$ cat config.mk
export PLATFORM = sky130hd
export DESIGN_NAME = serial_pattern_tx
export DESIGN_NICKNAME = d
export VERILOG_FILES = /design/src/rtl/serial_pattern_tx.sv
export SDC_FILE = /design/constraint.sdc
export NUM_CORES = 1
export LEC_CHECK = 0
export CAP_MARGIN = 20
export CORE_UTILIZATION = 40
export CTS_CLUSTER_DIAMETER = 150
export DETAILED_ROUTE_END_ITERATION = 10
export HOLD_SLACK_MARGIN = 0.02
export PLACE_DENSITY_LB_ADDON = 0.25
export SLEW_MARGIN = 25
export SYNTH_ARGS = -nofsm -noshare
export SYNTH_HDL_FRONTEND = slang
export SYNTH_SLANG_ARGS = --single-unit
$ cat constraint.sdc
create_clock -name clk -period 2.5 [get_ports clk]
set_input_delay 0.75 -clock clk [delete_from_list [all_inputs] [get_ports clk]]
set_output_delay 0.75 -clock clk [all_outputs]
set_load 0.1 [all_outputs]
$ cat src/rtl/serial_pattern_tx.sv
// Serial pattern transmitter: queues parallel words in a small FIFO and
// shifts them out MSB-first, one bit per clock, back-to-back with no gap.
module serial_pattern_tx #(
  parameter int   DATA_W   = 8,
  parameter int   DEPTH    = 4,
  parameter logic IDLE_LVL = 1'b0
) (
  input  logic                     clk,
  input  logic                     rst,
  input  logic                     wr_en_i,
  input  logic [DATA_W-1:0]        wr_data_i,
  output logic                     full_o,
  output logic [$clog2(DEPTH):0]   level_o,
  output logic                     w_o,
  output logic                     busy_o,
  output logic                     done_o
);

  localparam int PTR_W = $clog2(DEPTH);
  localparam int LVL_W = PTR_W + 1;
  localparam int CNT_W = $clog2(DATA_W);

  localparam logic [0:0] ST_IDLE  = 1'b0;
  localparam logic [0:0] ST_SHIFT = 1'b1;

  logic [DATA_W-1:0] mem [DEPTH];
  logic [PTR_W-1:0]  wr_ptr;
  logic [PTR_W-1:0]  rd_ptr;
  logic [LVL_W-1:0]  count;

  logic [0:0]        state;
  logic [0:0]        state_n;
  logic [CNT_W-1:0]  bitcnt;
  logic [CNT_W-1:0]  bitcnt_n;
  logic [DATA_W-1:0] sreg;
  logic [DATA_W-1:0] sreg_n;
  logic              w_n;
  logic              busy_n;
  logic              done_n;

  logic [DATA_W-1:0] head;
  logic              wr_acc;
  logic              pop;

  assign head    = mem[rd_ptr];
  assign full_o  = (count == LVL_W'(DEPTH));
  assign level_o = count;

  // A full FIFO drops the write even if a pop frees a slot at the same edge.
  assign wr_acc = wr_en_i & ~full_o;

  // Pop when idle, or when the LSB of the current word is on the line, so
  // the next word follows with no gap cycle.
  assign pop = (count != '0) & ((state == ST_IDLE) | (bitcnt == '0));

  // Next-state and next-output logic for the shifter.
  always_comb begin
    state_n  = state;
    bitcnt_n = bitcnt;
    sreg_n   = sreg;
    w_n      = w_o;
    busy_n   = busy_o;
    if (pop) begin
      state_n  = ST_SHIFT;
      sreg_n   = head;
      w_n      = head[DATA_W-1];
      busy_n   = 1'b1;
      bitcnt_n = CNT_W'(DATA_W - 1);
    end else if (state == ST_SHIFT) begin
      if (bitcnt != '0) begin
        sreg_n   = sreg << 1;
        w_n      = sreg[DATA_W-2];
        bitcnt_n = bitcnt - CNT_W'(1);
      end else begin
        state_n = ST_IDLE;
        w_n     = IDLE_LVL;
        busy_n  = 1'b0;
      end
    end
    // Registered form of busy & (bitcnt == 0) so done_o cannot glitch.
    done_n = busy_n & (bitcnt_n == '0);
  end

  // Control registers: FIFO bookkeeping, FSM and serial outputs.
  always_ff @(posedge clk) begin
    if (rst) begin
      wr_ptr <= '0;
      rd_ptr <= '0;
      count  <= '0;
      state  <= ST_IDLE;
      bitcnt <= '0;
      w_o    <= IDLE_LVL;
      busy_o <= 1'b0;
      done_o <= 1'b0;
    end else begin
      if (wr_acc) wr_ptr <= wr_ptr + PTR_W'(1);
      if (pop)    rd_ptr <= rd_ptr + PTR_W'(1);
      case ({wr_acc, pop})
        2'b10:   count <= count + LVL_W'(1);
        2'b01:   count <= count - LVL_W'(1);
        default: count <= count;
      endcase
      state  <= state_n;
      bitcnt <= bitcnt_n;
      w_o    <= w_n;
      busy_o <= busy_n;
      done_o <= done_n;
    end
  end

  // Data registers: FIFO storage and shift register carry no reset.
  always_ff @(posedge clk) begin
    sreg <= sreg_n;
    if (wr_acc) mem[wr_ptr] <= wr_data_i;
  end

endmodule

# After elaboration in Yosys (flattened, before gate mapping)

Memories as Yosys holds them, arrays and structs flattened. A register that Yosys moved wholly into a read port is not among the register bits.
Index checks and enable logic that the tools add are counted.

Magnitude comparators: 0
Mux-type cells: 20
Equal/unequal tests: 3
$mul: 0
Add/sub/neg operators: 5
Shift operators: 0
Bitwise gates (word level): 6
Reductions and logical operators: 8
Divide/modulo/power cells: 0

Operators with widths:

| cell                  | count |
|---|---|
| $mux W7               | 3 |
| $mux W1               | 11 |
| $mux W3               | 3 |
| $logic_not A3 Y1      | 2 |
| $pmux W3 S2           | 1 |
| $reduce_bool A2 Y1    | 3 |
| $reduce_bool A3 Y1    | 2 |
| $sub A3 B1 Y3 const B | 2 |
| $add A2 B1 Y2 const B | 2 |
| $mux W2               | 2 |
| $add A3 B1 Y3 const B | 1 |
| $and A1 B1 Y1         | 3 |
| $eq A3 B3 Y1 const B  | 1 |
| $eq A2 B1 Y1 const B  | 1 |
| $eq A2 B2 Y1 const B  | 1 |
| $not A1 Y1            | 2 |
| $reduce_and A2 Y1     | 1 |
| $or A1 B1 Y1          | 1 |

Memories: 1
Register bits after elaboration: 21
Output and inout port bits: 7
Memory bits (read-only): 0
Bits in writable memories: 32
Bits in latches: 0

Memories:

| memory | words | bits a word | rd ports | clocked after memory_dff | wr ports | RTL line | text |
|---|---|---|---|---|---|---|---|
| mem    | 4     | 8           | 1        | 1                        | 1        | 26       | `logic [DATA_W-1:0] mem [DEPTH];` |

# Depth between registers and ports, before layout

Depth after elaboration: 6
Mapped depth: 12
Depth with buffers taken out: 12

# Least setup slack after synthesis

Ideal clock, no wire load.

Path kind: register -> register
Start point: reg count[2], in the netlist level_o[2]
End point: reg count[2], in the netlist level_o[2]
Buffers on the path: 1
Required time: 2.429 ns
Setup slack: -0.760 ns
Arrival: 3.190 ns
Stages on the path, launching flop included: 12
Period minus slack after synthesis: 3.260 ns
Cells stage by stage: dfxtp_1 or3b_1 clkbuf_1 inv_2 nor2_1 inv_1 ha_1 inv_1 fa_1 xor2_1 or3_1 a21oi_1

Longest elaborated chain between the ends: 5
Elaborated cells between the ends (all ways): 11
Classes of those cells: 2 x add/sub; 3 x eq/ne; 1 x mux; 3 x bitwise; 2 x reduce/logical

Ends and longest elaborated chain:

| what                                                     | RTL line | text |
|---|---|---|
| start: declaration                                       | 29       | `logic [LVL_W-1:0] count;` |
| start signal: assignment                                 | 99       | `2'b10: count <= count + LVL_W'(1);` |
| start signal: assignment                                 | 100      | `2'b01: count <= count - LVL_W'(1);` |
| start signal: assignment                                 | 101      | `default: count <= count;` |
| $eq A3 B3 Y1 *                                           | 46       | `assign full_o = (count == LVL_W'(DEPTH));` |
| named net full_o                                         | 12       | `output logic full_o,` |
| $not A1 Y1 *                                             | 50       | `assign wr_acc = wr_en_i & ~full_o;` |
| $and A1 B1 Y1 *                                          | 50       |  |
| $eq A2 B1 Y1 / $eq A2 B2 Y1 (equally long branches)      | 98       | `case ({wr_acc, pop})` |
| $pmux W3 S2 / $reduce_bool A2 Y1 (equally long branches) | --       |  |

The timed path passes the listed nets; every way through them passes the cells marked *.
A chain may end at the register's enable or synchronous reset.

# Worst setup path after layout

Start point: reg bitcnt[0]
End point: reg count[2], in the netlist level_o[2]

Longest elaborated chain between the ends: 5
Elaborated cells between the ends (all ways): 7
Classes of those cells: 2 x eq/ne; 1 x mux; 2 x bitwise; 2 x reduce/logical

Ends and longest elaborated chain:

| what                                                     | RTL line | text |
|---|---|---|
| start: declaration                                       | 33       | `logic [CNT_W-1:0] bitcnt;` |
| start signal: assignment                                 | 104      | `bitcnt <= bitcnt_n;` |
| $logic_not A3 Y1 *                                       | 54       | `assign pop = (count != '0) & ((state == ST_IDLE) \| (bitcnt == '0));` |
| $or A1 B1 Y1 *                                           | 54       |  |
| $and A1 B1 Y1 *                                          | 54       |  |
| $eq A2 B1 Y1 / $eq A2 B2 Y1 (equally long branches)      | 98       |  |
| $pmux W3 S2 / $reduce_bool A2 Y1 (equally long branches) | --       |  |

Mark *: on every way between the ends. The rest lies on a longest branch, timed or not.

==> flow_summary.toml <==
[status]
status = "completed"

[timing]
final_hold_viol_count = 0
tns_ns = 0
slew_violations = 0
max-slew-margin-rel = 0.585
finalSetupViolCount = 0
worstMarginPinSlew_ns = 0.617
skew_ns = 0.00658
fmax_mhz = 423
period_share = 0.946
fin_crit_ns = 2.37

[flow_run]
max_cap_viol_count = 0

[place]
gp_congestion = 0.710
numPortBuffers = 17
postPlaceCellArea_um2 = 2600
dp_hpwl_um = 2710

[detailed_routing]
routed-via-count = 1240
drtIter0Drc = 83
dr.pass1.iters = 4
wirelength_um = 3910
antenna_left = 0
via_per_inst = 5.02
drc_errors = 0
wl_per_cell_um = 15.8

[setup_path]
critical_path_required_ns = 2.73
startpoint = "bitcnt[0]$_SDFF_PP0_"
regToRegSetupSlack_ns = 0.13
startpoint_type = "flop"
endpoint_kind = "flop"
slowest_delay_ns = 0.35
crit-reg2reg-launch = "bitcnt[0]$_SDFF_PP0_"
r2r-end = "level_o[2]$_SDFFE_PP0P_"
critPathMostFrequentCell = "ha_2"
r2r_cells = 12
path_class = "reg2reg"
crit_arrival_ns = 2.60
critical_path.cell_chain = "inv_1 -> ha_2 -> ha_2 -> or2b_4 -> nand2_8 -> clkinv_8 -> ha_2 -> inv_1 -> fa_2 -> xor2_1 -> or3_1 -> a21oi_1"
cp_slowest_cell = "dfxtp_1"
path_max_fanout = 8

[synthesis]
synth_top_area_frac = 0.508
ys.flop_type = "edfxtp_1"
synth_area_um2 = 2310
synth.net_count = 171
postSynthCellCount = 151
synthArstFlopShare = 0
synth_top_area_cell = "edfxtp_1"
yosysUniqueCellTypes = 35
yosys-top-cells-area = "edfxtp_1, dfxtp_1, mux4_2"
ys_ff_latch = 55
ys_warn_count = 0
synth_edf_count = 39
synth_seq_area_share = 0.647
postSynthAreaPerCell_um2 = 15.3

[clocking]
clk_pin_slew_worst_paths_ns = 0.10
cts_tree = "yes"
cts_root_buf = "clkbuf_8"
post_cts_buffers = 0
cts-buffers-inserted = 5
clockBufferDepth = 2
clock_latency_ns = 0.30
clock-sinks = 55
cts_max_level = 2

[pwr]
power_mw = 3.13
p_leak_nw = 0.977
power-per-cell-area_nw_per_um2 = 1160
ir_drop_mv = 0.425

[floorplanning]
rows = 27
initial_core_util = 0.416
die_w_um = 77.9
io_pins = 18
die_y_um = 77.9
core_um2 = 5540
die_area_um2 = 6070

[cells_and_area]
fin_util = 0.487
syn2layout_area_growth_pct = 17.0
drive_gt1_frac = 0.263
layout_commonest_cell = "edfxtp_1"
fin_area_um2 = 2700
fill_cells = 493
diodes = 0
final_cell_mix = "edfxtp_1, inv_1, dfxtp_1, buf_4"
fin_nets = 194

[hold_path]
whs_endpoint = "busy_o$_SDFF_PP0_"
min-delay-path-class = "reg2reg"
hp-start = "busy_o$_SDFF_PP0_"
hold_depth = 2

[global_route]
first_global_vias = 1359
grt_overflow_total = 0
antenna_found_initial = 0
grt_usage = 0.147
grt_pass1_wl_um = 6610
grt_max_degree = 17
[timing repair]
| item | CTS | global route |
|---|---|---|
| resized for setup | 0 | 5 |
| endpoints found under the setup margin | 0 | 1 |
| hold buffers | 0 | 0 |
[state kept, by name, indices dropped and copies added, names as in the netlist, named ones only]
name     flops
mem         32
sreg         7
bitcnt       3
level_o      3
rd_ptr       2
wr_ptr       2
busy_o       1
done_o       1
state        1
w_o          1
[worst max-delay path: cells and delay by family, from the launching register on]
family / cells / cell delay [ns]
adder cells (fa/ha/maj): 4 / 0.90
AND/OR/NAND/NOR: 3 / 0.52
flip-flops: 1 / 0.35
buffers and inverters: 3 / 0.23
XOR/XNOR: 1 / 0.15
AO/OA/AOI/OAI: 1 / 0.14
[stage by stage]
step	std cells	setup WS, ns	hold slack, ns
finish	247	0.135	0.490
detailed placement	239	-0.108	0.480
global route	247	-0.0140	0.536
global placement	239	-0.0186	0.466
floorplan	151	0.0253	0.456
CTS	247	0.0709	0.494
[Yosys cell counts, drive strengths merged (3+ instances only)]
cell,count
a21oi,10
and3,5
clkbuf,4
dfxtp,16
edfxtp,39
ha,8
inv,15
mux2,6
mux4,8
nand2,4
nand3,3
nor2,5
nor3,3
o21ai,4
or3,3
[metal layers]
layer  vias to the layer above  global-route usage  share of wire
li1                        606                   -              -
met1                       611               0.191           0.46
met2                        18               0.245           0.50
met3                         5              0.0353          0.029
met4                         0              0.0444          0.013
met5                         -                   0              0
[cell type report]
| type | count | area, µm² | area share |
|---|---|---|---|
| clock inverters | 2 | 12.5 | 0.00464 |
| well taps | 72 | 90.1 | 0.0334 |
| clock buffers | 6 | 72.6 | 0.0269 |
| repair buffers | 22 | 203 | 0.0751 |
| flip-flops and latches | 55 | 1500 | 0.556 |
| multi-input cells | 75 | 734 | 0.272 |
| inverters | 15 | 85.1 | 0.0315 |
[how the worst max path moves through the flow]
| stage | endpoint | slack [ns] | depth (start not counted) |
|---|---|---|---|
| after floorplan | level_o[2]$_SDFFE_PP0P_ | 0.03 | 11 |
| after global placement | level_o[2]$_SDFFE_PP0P_ | -0.02 | 10 |
| after detailed placement | level_o[2]$_SDFFE_PP0P_ | -0.11 | 10 |
| after CTS | level_o[2]$_SDFFE_PP0P_ | 0.07 | 10 |
| after global routing | level_o[2]$_SDFFE_PP0P_ | -0.01 | 12 |
| final | level_o[2]$_SDFFE_PP0P_ | 0.13 | 12 |
[power breakdown]
part           leakage, nW  internal, mW  switching [mW]  total, mW
clock network       0.0412         0.197           0.281      0.478
registers            0.496          1.23           0.161       1.39
logic                0.440         0.547           0.711       1.26
[kinds of logic after synthesis]
kind of cell,after synthesis,share of synthesized area
AND/OR/NAND/NOR,27,0.0716
AO/OA/AOI/OAI,22,0.0591
adder cells (fa/ha/maj),9,0.0521
buffers and inverters,21,0.0412
flip-flops,55,0.647
multiplexers,15,0.122
XOR/XNOR,2,0.00760
Note: power is estimated with default switching activity, not from simulation.
